--- src/rtl/stack_port_arbiter_pkg.sv ---
// Shared types and constants for the two-port stack arbiter.
// Optional feature macro used by this slice: STACK_ARB_ERR_EN (full/empty rejection and err).
package stack_arb_pkg;

    localparam int DATA_W = 4;
    localparam int NPORT  = 2;

    localparam logic OP_PUSH = 1'b1;
    localparam logic OP_POP  = 1'b0;

    typedef enum logic [1:0] {
        ST_IDLE  = 2'd0,
        ST_ISSUE = 2'd1,
        ST_RESP  = 2'd2
    } arb_state_e;

endpackage

--- src/rtl/stack_port_arbiter_if.sv ---
// Port-side handshake and stack-side bus of the arbiter, bundled for connection.
// slave = arbiter view, master = requester/stack environment view.
interface stack_port_arbiter_if;
    import stack_arb_pkg::*;

    logic              req0;
    logic              req1;
    logic              op0;
    logic              op1;
    logic [DATA_W-1:0] din0;
    logic [DATA_W-1:0] din1;
    logic              ack0;
    logic              ack1;
    logic [DATA_W-1:0] rdata;
    logic              err;

    logic              stk_enable;
    logic              stk_push_pop;
    logic [DATA_W-1:0] stk_data_in;
    logic              stk_full;
    logic              stk_empty;
    logic [DATA_W-1:0] stk_data_out;

    modport slave (
        input  req0, req1, op0, op1, din0, din1,
        input  stk_full, stk_empty, stk_data_out,
        output ack0, ack1, rdata, err,
        output stk_enable, stk_push_pop, stk_data_in
    );

    modport master (
        output req0, req1, op0, op1, din0, din1,
        output stk_full, stk_empty, stk_data_out,
        input  ack0, ack1, rdata, err,
        input  stk_enable, stk_push_pop, stk_data_in
    );

endinterface

--- src/rtl/stack_port_arbiter_rr_arb2.sv ---
// Two-way round-robin selector; the pointer remembers the last winner and
// moves only when update is pulsed with a non-empty grant.
module rr_arb2
    import stack_arb_pkg::*;
(
    input  logic             clk,
    input  logic             reset,
    input  logic [NPORT-1:0] req,
    input  logic             update,
    output logic [NPORT-1:0] grant
);

    logic last_q;
    logic last_d;

    always_comb begin
        grant = req;
        // Contention: the port that did not win last time goes first.
        if (req == 2'b11) begin
            grant = last_q ? 2'b01 : 2'b10;
        end
        last_d = last_q;
        if (update && (grant != '0)) begin
            last_d = grant[1];
        end
    end

    // Pointer resets to port1 so that port0 is favoured first.
    always_ff @(posedge clk or negedge reset) begin
        if (!reset) begin
            last_q <= 1'b1;
        end else begin
            last_q <= last_d;
        end
    end

endmodule

--- src/rtl/stack_port_arbiter.sv ---
// Arbitrates two requesters onto one stack port: IDLE -> ISSUE -> RESP.
// Define STACK_ARB_ERR_EN to reject push-on-full / pop-on-empty and report err.
module stack_port_arbiter
    import stack_arb_pkg::*;
(
    input  logic                 clk,
    input  logic                 reset,
    stack_port_arbiter_if.slave  bus
);

    arb_state_e        state_q, state_d;
    logic [NPORT-1:0]  win_q, win_d;
    logic              op_q, op_d;
    logic [DATA_W-1:0] din_q, din_d;
    logic [DATA_W-1:0] rdata_q, rdata_d;
    logic              ack0_q, ack0_d;
    logic              ack1_q, ack1_d;
    logic              err_q, err_d;

    logic [NPORT-1:0]  arb_req;
    logic [NPORT-1:0]  grant;
    logic              arb_update;
    logic              reject;
    logic              in_issue;

    // In RESP the arbiter sees only the latched winner, so a late request
    // from the other port cannot redirect the pointer update.
    assign arb_req    = (state_q == ST_RESP) ? win_q : {bus.req1, bus.req0};
    assign arb_update = (state_q == ST_RESP);
    assign in_issue   = (state_q == ST_ISSUE);

    rr_arb2 u_rr_arb2 (
        .clk    (clk),
        .reset  (reset),
        .req    (arb_req),
        .update (arb_update),
        .grant  (grant)
    );

`ifdef STACK_ARB_ERR_EN
    assign reject = (op_q == OP_PUSH) ? bus.stk_full : bus.stk_empty;
`else
    logic unused_status;
    assign unused_status = bus.stk_full ^ bus.stk_empty;
    assign reject        = 1'b0;
`endif

    always_comb begin
        state_d = state_q;
        win_d   = win_q;
        op_d    = op_q;
        din_d   = din_q;
        rdata_d = rdata_q;
        ack0_d  = 1'b0;
        ack1_d  = 1'b0;
        err_d   = 1'b0;
        case (state_q)
            ST_IDLE: begin
                if (grant != '0) begin
                    win_d   = grant;
                    op_d    = grant[0] ? bus.op0  : bus.op1;
                    din_d   = grant[0] ? bus.din0 : bus.din1;
                    state_d = ST_ISSUE;
                end
            end
            ST_ISSUE: begin
                // Pop returns the pre-pop top; the stack updates on this same edge.
                if (reject) begin
                    rdata_d = '0;
                end else if (op_q == OP_PUSH) begin
                    rdata_d = din_q;
                end else begin
                    rdata_d = bus.stk_data_out;
                end
                ack0_d  = win_q[0];
                ack1_d  = win_q[1];
                err_d   = reject;
                state_d = ST_RESP;
            end
            ST_RESP: begin
                state_d = ST_IDLE;
            end
            default: begin
                state_d = ST_IDLE;
            end
        endcase
    end

    always_ff @(posedge clk or negedge reset) begin
        if (!reset) begin
            state_q <= ST_IDLE;
            win_q   <= '0;
            op_q    <= OP_POP;
            din_q   <= '0;
            rdata_q <= '0;
            ack0_q  <= 1'b0;
            ack1_q  <= 1'b0;
            err_q   <= 1'b0;
        end else begin
            state_q <= state_d;
            win_q   <= win_d;
            op_q    <= op_d;
            din_q   <= din_d;
            rdata_q <= rdata_d;
            ack0_q  <= ack0_d;
            ack1_q  <= ack1_d;
            err_q   <= err_d;
        end
    end

    // Stack strobe decodes the registered state, so an async reset drops it at once.
    assign bus.stk_enable   = in_issue && !reject;
    assign bus.stk_push_pop = in_issue && op_q;
    assign bus.stk_data_in  = in_issue ? din_q : '0;
    assign bus.ack0         = ack0_q;
    assign bus.ack1         = ack1_q;
    assign bus.rdata        = rdata_q;
    assign bus.err          = err_q;

endmodule

--- src/flat_wrapper.sv ---
// flat-port wrapper written by rule: the top's interface ports become plain ports
module stack_port_arbiter_flat import stack_arb_pkg::*;
  (clk, reset, bus_req0, bus_req1, bus_op0, bus_op1, bus_din0, bus_din1, bus_stk_full, bus_stk_empty, bus_stk_data_out, bus_ack0, bus_ack1, bus_rdata, bus_err, bus_stk_enable, bus_stk_push_pop, bus_stk_data_in);
  stack_port_arbiter_if bus_i ();
  input  logic clk;
  input  logic reset;
  input wire logic [$bits(bus_i.req0)-1:0] bus_req0;
  input wire logic [$bits(bus_i.req1)-1:0] bus_req1;
  input wire logic [$bits(bus_i.op0)-1:0] bus_op0;
  input wire logic [$bits(bus_i.op1)-1:0] bus_op1;
  input wire logic [$bits(bus_i.din0)-1:0] bus_din0;
  input wire logic [$bits(bus_i.din1)-1:0] bus_din1;
  input wire logic [$bits(bus_i.stk_full)-1:0] bus_stk_full;
  input wire logic [$bits(bus_i.stk_empty)-1:0] bus_stk_empty;
  input wire logic [$bits(bus_i.stk_data_out)-1:0] bus_stk_data_out;
  output wire logic [$bits(bus_i.ack0)-1:0] bus_ack0;
  output wire logic [$bits(bus_i.ack1)-1:0] bus_ack1;
  output wire logic [$bits(bus_i.rdata)-1:0] bus_rdata;
  output wire logic [$bits(bus_i.err)-1:0] bus_err;
  output wire logic [$bits(bus_i.stk_enable)-1:0] bus_stk_enable;
  output wire logic [$bits(bus_i.stk_push_pop)-1:0] bus_stk_push_pop;
  output wire logic [$bits(bus_i.stk_data_in)-1:0] bus_stk_data_in;
  assign bus_i.req0 = bus_req0;
  assign bus_i.req1 = bus_req1;
  assign bus_i.op0 = bus_op0;
  assign bus_i.op1 = bus_op1;
  assign bus_i.din0 = bus_din0;
  assign bus_i.din1 = bus_din1;
  assign bus_i.stk_full = bus_stk_full;
  assign bus_i.stk_empty = bus_stk_empty;
  assign bus_i.stk_data_out = bus_stk_data_out;
  assign bus_ack0 = bus_i.ack0;
  assign bus_ack1 = bus_i.ack1;
  assign bus_rdata = bus_i.rdata;
  assign bus_err = bus_i.err;
  assign bus_stk_enable = bus_i.stk_enable;
  assign bus_stk_push_pop = bus_i.stk_push_pop;
  assign bus_stk_data_in = bus_i.stk_data_in;
  stack_port_arbiter u_core (.clk(clk), .reset(reset), .bus(bus_i));
endmodule
--- config.mk ---
export PLATFORM = sky130hd
export DESIGN_NAME = stack_port_arbiter_flat
export DESIGN_NICKNAME = d
export VERILOG_FILES = /design/src/rtl/stack_port_arbiter_pkg.sv /design/src/rtl/stack_port_arbiter_if.sv /design/src/rtl/stack_port_arbiter_rr_arb2.sv /design/src/rtl/stack_port_arbiter.sv /design/src/flat_wrapper.sv
export SDC_FILE = /design/constraint.sdc
export NUM_CORES = 1
export LEC_CHECK = 0
export CAP_MARGIN = 20
export CORE_UTILIZATION = 45
export CTS_BUF_LIST = sky130_fd_sc_hd__clkbuf_4
export DETAILED_ROUTE_END_ITERATION = 7
export HOLD_SLACK_MARGIN = 0.12
export PLACE_DENSITY = 0.93
export SYNTH_ARGS = -nofsm -noshare
export SYNTH_HDL_FRONTEND = slang
export SYNTH_SLANG_ARGS = --single-unit
--- constraint.sdc ---
create_clock -name clk -period 2.8 [get_ports clk]
set_clock_uncertainty 0.2 [all_clocks]
set_input_delay 0.7 -clock clk [delete_from_list [all_inputs] [get_ports clk]]
set_output_delay 0.7 -clock clk [all_outputs]
set_load 0.02 [all_outputs]
; ---- After elaboration in Yosys (flattened, before gate mapping)
; Cells that the tools add are included.
; Widths: inputs -> output; s select.
[op_classes]
n_eq_ne = 4
n_mux = 11
reduce_logical = 5
[ops]
columns = operator, count
row1 = $mux 4, 3
row2 = $mux 2, 4
row3 = $eq 2x2->1 const B, 2
row4 = $pmux 2 s2, 1
row5 = $mux 1, 3
row6 = $eq 2x1->1 const B, 1
row7 = $logic_and 1x1->1, 2
row8 = $logic_not 2->1, 1
row9 = $ne 2x1->1 const B, 1
row10 = $reduce_and 2->1, 1
row11 = $reduce_bool 2->1, 1
[totals]
regBits = 16
inputBits = 20
word_cells = 28

; ---- Logic depth before layout (Yosys ltp)
[logic_depth]
depth_word = 7
mapped_depth = 5
mapped_depth_nobuf = 4

; ---- Hierarchy
; A second synthesis with hierarchy kept.
[hier_totals]
cells_unflattened = 67
hier_area_um2 = 808.3
[by_module_without_submodules]
columns = mod, instances, cells_per_inst, area_each_um2, seq_area_each_um2
row1 = stack_port_arbiter, 1, 61, 752.0, 375.4
row2 = rr_arb2, 1, 6, 56.3, 26.3

; ---- Worst setup path after synthesis
; Ideal clock, no wire load.
[synth_timing]
path_kind = register -> output
start = register u_core.state_q[1]
end = output bus_stk_data_in[2]
t_arrival_ns = 1.185
slack_ns = 0.715
stages_incl_launch_ff = 4
n_path_buf = 1
cell_sequence = dfrtp_1 nor2b_1 buf_2 and2_1
[synth_via]
elab_chain_len = 2
[synth_rtl]
columns = item, line_no
row1 = start: declaration, stack_port_arbiter.sv:11  ; arb_state_e state_q, state_d;
row2 = start signal: assignment, stack_port_arbiter.sv:100  ; state_q <= state_d;
row3 = $eq 2x1->1, stack_port_arbiter.sv:30  ; assign in_issue = (state_q == ST_ISSUE);
row4 = via bus_stk_enable, flat_wrapper.sv:20  ; output wire logic [$bits(bus_i.stk_enable)-1:0] bus_stk_enable;
row5 = $mux 4, stack_port_arbiter.sv:114  ; assign bus.stk_data_in = in_issue ? din_q : '0;
row6 = end: declaration, flat_wrapper.sv:22  ; output wire logic [$bits(bus_i.stk_data_in)-1:0] bus_stk_data_in;
; The timed path passes the listed nets, and every way through them passes these cells.

; ---- Worst setup path in the final report
[layout_timing]
start = register u_core.state_q[1]
end = output bus_stk_data_in[2]
[layout_via]
elab_chain_len = 2
[layout_rtl]
columns = item, line_no
row1 = $eq 2x1->1, stack_port_arbiter.sv:30
row2 = $mux 4, stack_port_arbiter.sv:114
; No other way between the ends.

==> metrics.md <==
| Metric | Value |
|---|---|
| Outcome | `finished, final reports clean` |
| Hold buffer count at CTS | `0` |
| Final core occ | `0.717` |
| Sequential fraction of the synthesis area | `0.496` |
| Post-DR vias/cell | `~5` |
| Area leader, netlist | `dfrtp_1` |
| RSZ-0062 raised after global routing | `false` |
| Drt first pass iters | `4` |
| Antenna Nets Post-Route | `0` |
| Pin count of the biggest net entering global routing | `17` |
| CP endpoint kind | `primary output` |
| Share of cells above drive strength 1 | `0.110` |
| VDD IR max | `586 uV` |
| Cell Rows | `14` |
| Die area | `about 0.0020 sq mm` |
| Final setup fails | `0` |
| Routed WL | `about 1600 um` |
| Ys flop type | `dfrtp_1` |
| Final hold vios | `0` |
| Placement Cell Area | `between 0.001 and 0.0015 sq mm` |
| RD Place Congestion | `~0.76` |
| PortBufs | `29` |
| Synthesized Nets | `99` |
| First-pass GRT wire length | `about 2700 um` |
| WP data arrival | `between 1500 and 2000 ps` |
| CTS tree | `yes` |
| Number of synthesis warnings | `0` |
| Area delta synth->final | `41.1%` |
| R2R depth | `4` |
| Hold_sp | `u_core.u_rr_arb2.last_q` |
| Remaining DRCs | `0` |
| Final setup margin | `106 ps` |
| Slew Viols, Final | `0` |
| Core area | `~0.0016 sq mm` |
| Setup Fix Bufs, Post-CTS | `0` |
| FF-to-FF Start | `u_core.state_q[1]` |
| Initial DRC count | `10` |
| Starting Density | `0.508` |
| H-tree level count | `1` |
| Min-Delay Path Depth | `2` |
| Top cells by area, synth | `dfrtp_1, a31oi_1, and2_1, mux2i_1, nor2_1` |
| Die H | `around 44 um` |
| Async set or reset register ratio after synthesis | `1.00` |
| Crit path kind | `flop to primary output` |
| Final std cells w/o fill | `roughly 130` |
| Mapped Avg Cell Area | `a little over 10 sq um` |
| Placed Cells | `129` |
| Power Dens Cells | `1110 mW/mm^2` |
| EDFF count, synth | `0` |
| Detailed Place HPWL | `roughly 1300 um` |
| Most numerous cell in the Yosys netlist | `dfrtp_1` |
| Crit path launch | `u_core.state_q[1]` |
| Vias in the first global route | `634` |
| Number of nets in the layout | `130` |
| Seq cells post-synth | `16` |
| Leak | `about 0.46 nW` |
| Fin Hold WS | `344 ps` |
| Top-area cell type share of the netlist area | `0.464` |
| Ant diodes | `0` |
| Pre-CTS WS | `409 ps` |
| Distinct cell type count after synthesis | `26` |
| TritonCTS buffer count | `3` |
| Max Root-Sink Buffers | `2` |
| Fmax | `roughly 0.37 GHz` |
| Worst-path clk slew | `~90 ps` |
| Crit path time final | `2690 ps` |
| Avg WL per Cell | `12.1 um` |
| Die width | `~44 um` |
| Design area | `0.00114 sq mm` |
| Mapped cell area | `approximately 800 sq um` |
| Root Buffer | `clkbuf_4` |
| GR Overflow Total | `0` |
| Hold WC Path Type | `flop to flop` |
| GRT Total Usage | `0.194` |
| Slew margin rel. | `0.530` |
| Crit Path Max Fanout | `16` |
| Max-capacitance violation count | `0` |
| Tightest Pin Transition | `approximately 700 ps` |
| Tot Pwr | `approximately 1.3 mW` |
| Ports | `33` |
| Worst-Skew Late Latency | `approximately 270 ps` |
| Cts repair resizes | `0` |
| Required time of the critical path | `1900 ps` |
| Period utilization | `0.962` |
| Final TNS setup | `0 ps` |
| Synth top cells by count | `dfrtp_1, nor2_1, a31oi_1, and2_1, a21oi_1` |
| Via count | `680` |
| Startpoint Class | `flop` |
| Clock sink count | `16` |
| Initial antenna violation count | `0` |
| Mapped Cells | `roughly 80` |
## report_power, final
part / total, mW / switching (mW) / internal, mW
Clock: 0.120 / 0.0688 / 0.0516
Combinational: 0.687 / 0.340 / 0.348
Sequential: 0.457 / 0.107 / 0.350
## sequential cells by signal, summed over array words and instances (netlist names)
| name | flops |
|---|---|
| u_core.win_q | 2 |
| u_core.bus.rdata | 4 |
| u_core.op_q | 1 |
| u_core.bus.ack1 | 1 |
| u_core.bus.ack0 | 1 |
| u_core.u_rr_arb2.last_q | 1 |
| u_core.din_q | 4 |
| u_core.state_q | 2 |
## worst max-delay path, cell delays in order, from the launching register on
cell	delay, ps
dfrtp_1	460
nor2b_1	130
buf_4	190
and2_1	140
clkdlybuf4s50_1	590
## placed cells by master, fill, tap and decap left out
cell,instances
and2b_2,1
a31oi_1,7
nor2b_1,2
clkinv_1,1
a21oi_1,6
mux2i_4,1
o21ai_4,1
mux2i_1,4
o21a_2,1
nor2_1,9
dfstp_2,1
o21a_1,1
nand2_1,2
o21ai_1,5
clkdlybuf4s50_1,29
mux2_4,1
nand2b_2,1
a32o_1,1
dfrtp_1,15
clkbuf_4,3
nand3_1,5
nor2_2,1
buf_4,1
nand2b_1,1
nand4bb_1,1
and2_1,7
conb_1,1
## layout make-up
type,instances,area [sq um]
repair buffers,30,298
flip-flops and latches,16,402
well taps,24,30.0
clock buffers,3,22.5
multi-input cells,59,387
fillers,111,452
clock inverters,1,3.75
## path summary, 6_finish.rpt
| kind | endpoint | slack [ps] |
|---|---|---|
| min reg2reg | u_core.u_rr_arb2.last_q | 340 |
| max | bus_stk_data_in[2] | 110 |
| min | u_core.u_rr_arb2.last_q | 340 |
| max in group asynchronous | u_core.bus.rdata[2] | 1320 |
| min in group asynchronous | u_core.win_q[0] | 640 |
| max reg2reg | u_core.op_q | 1220 |
## layer usage
metal  vias to the layer above  wire, um  global-route usage
met5                         -         0                   0
met4                         0        53               0.127
met3                         4        61              0.0245
met2                        29       743               0.285
met1                       309       755               0.269
li1                        338         -                   -
## logic make-up (layout without fill, tap and decap cells)
logic type / Yosys count / after routing / synth area share
AOI/OAI and AO/OA: 22 / 22 / 0.175
other: 1 / 1 / 0.00463
DFF: 16 / 16 / 0.496
muxes: 6 / 6 / 0.0958
buffers and inverters: 4 / 34 / 0.0263
and+or+nand+nor: 30 / 30 / 0.202
Power figures use the tool's default switching activity.
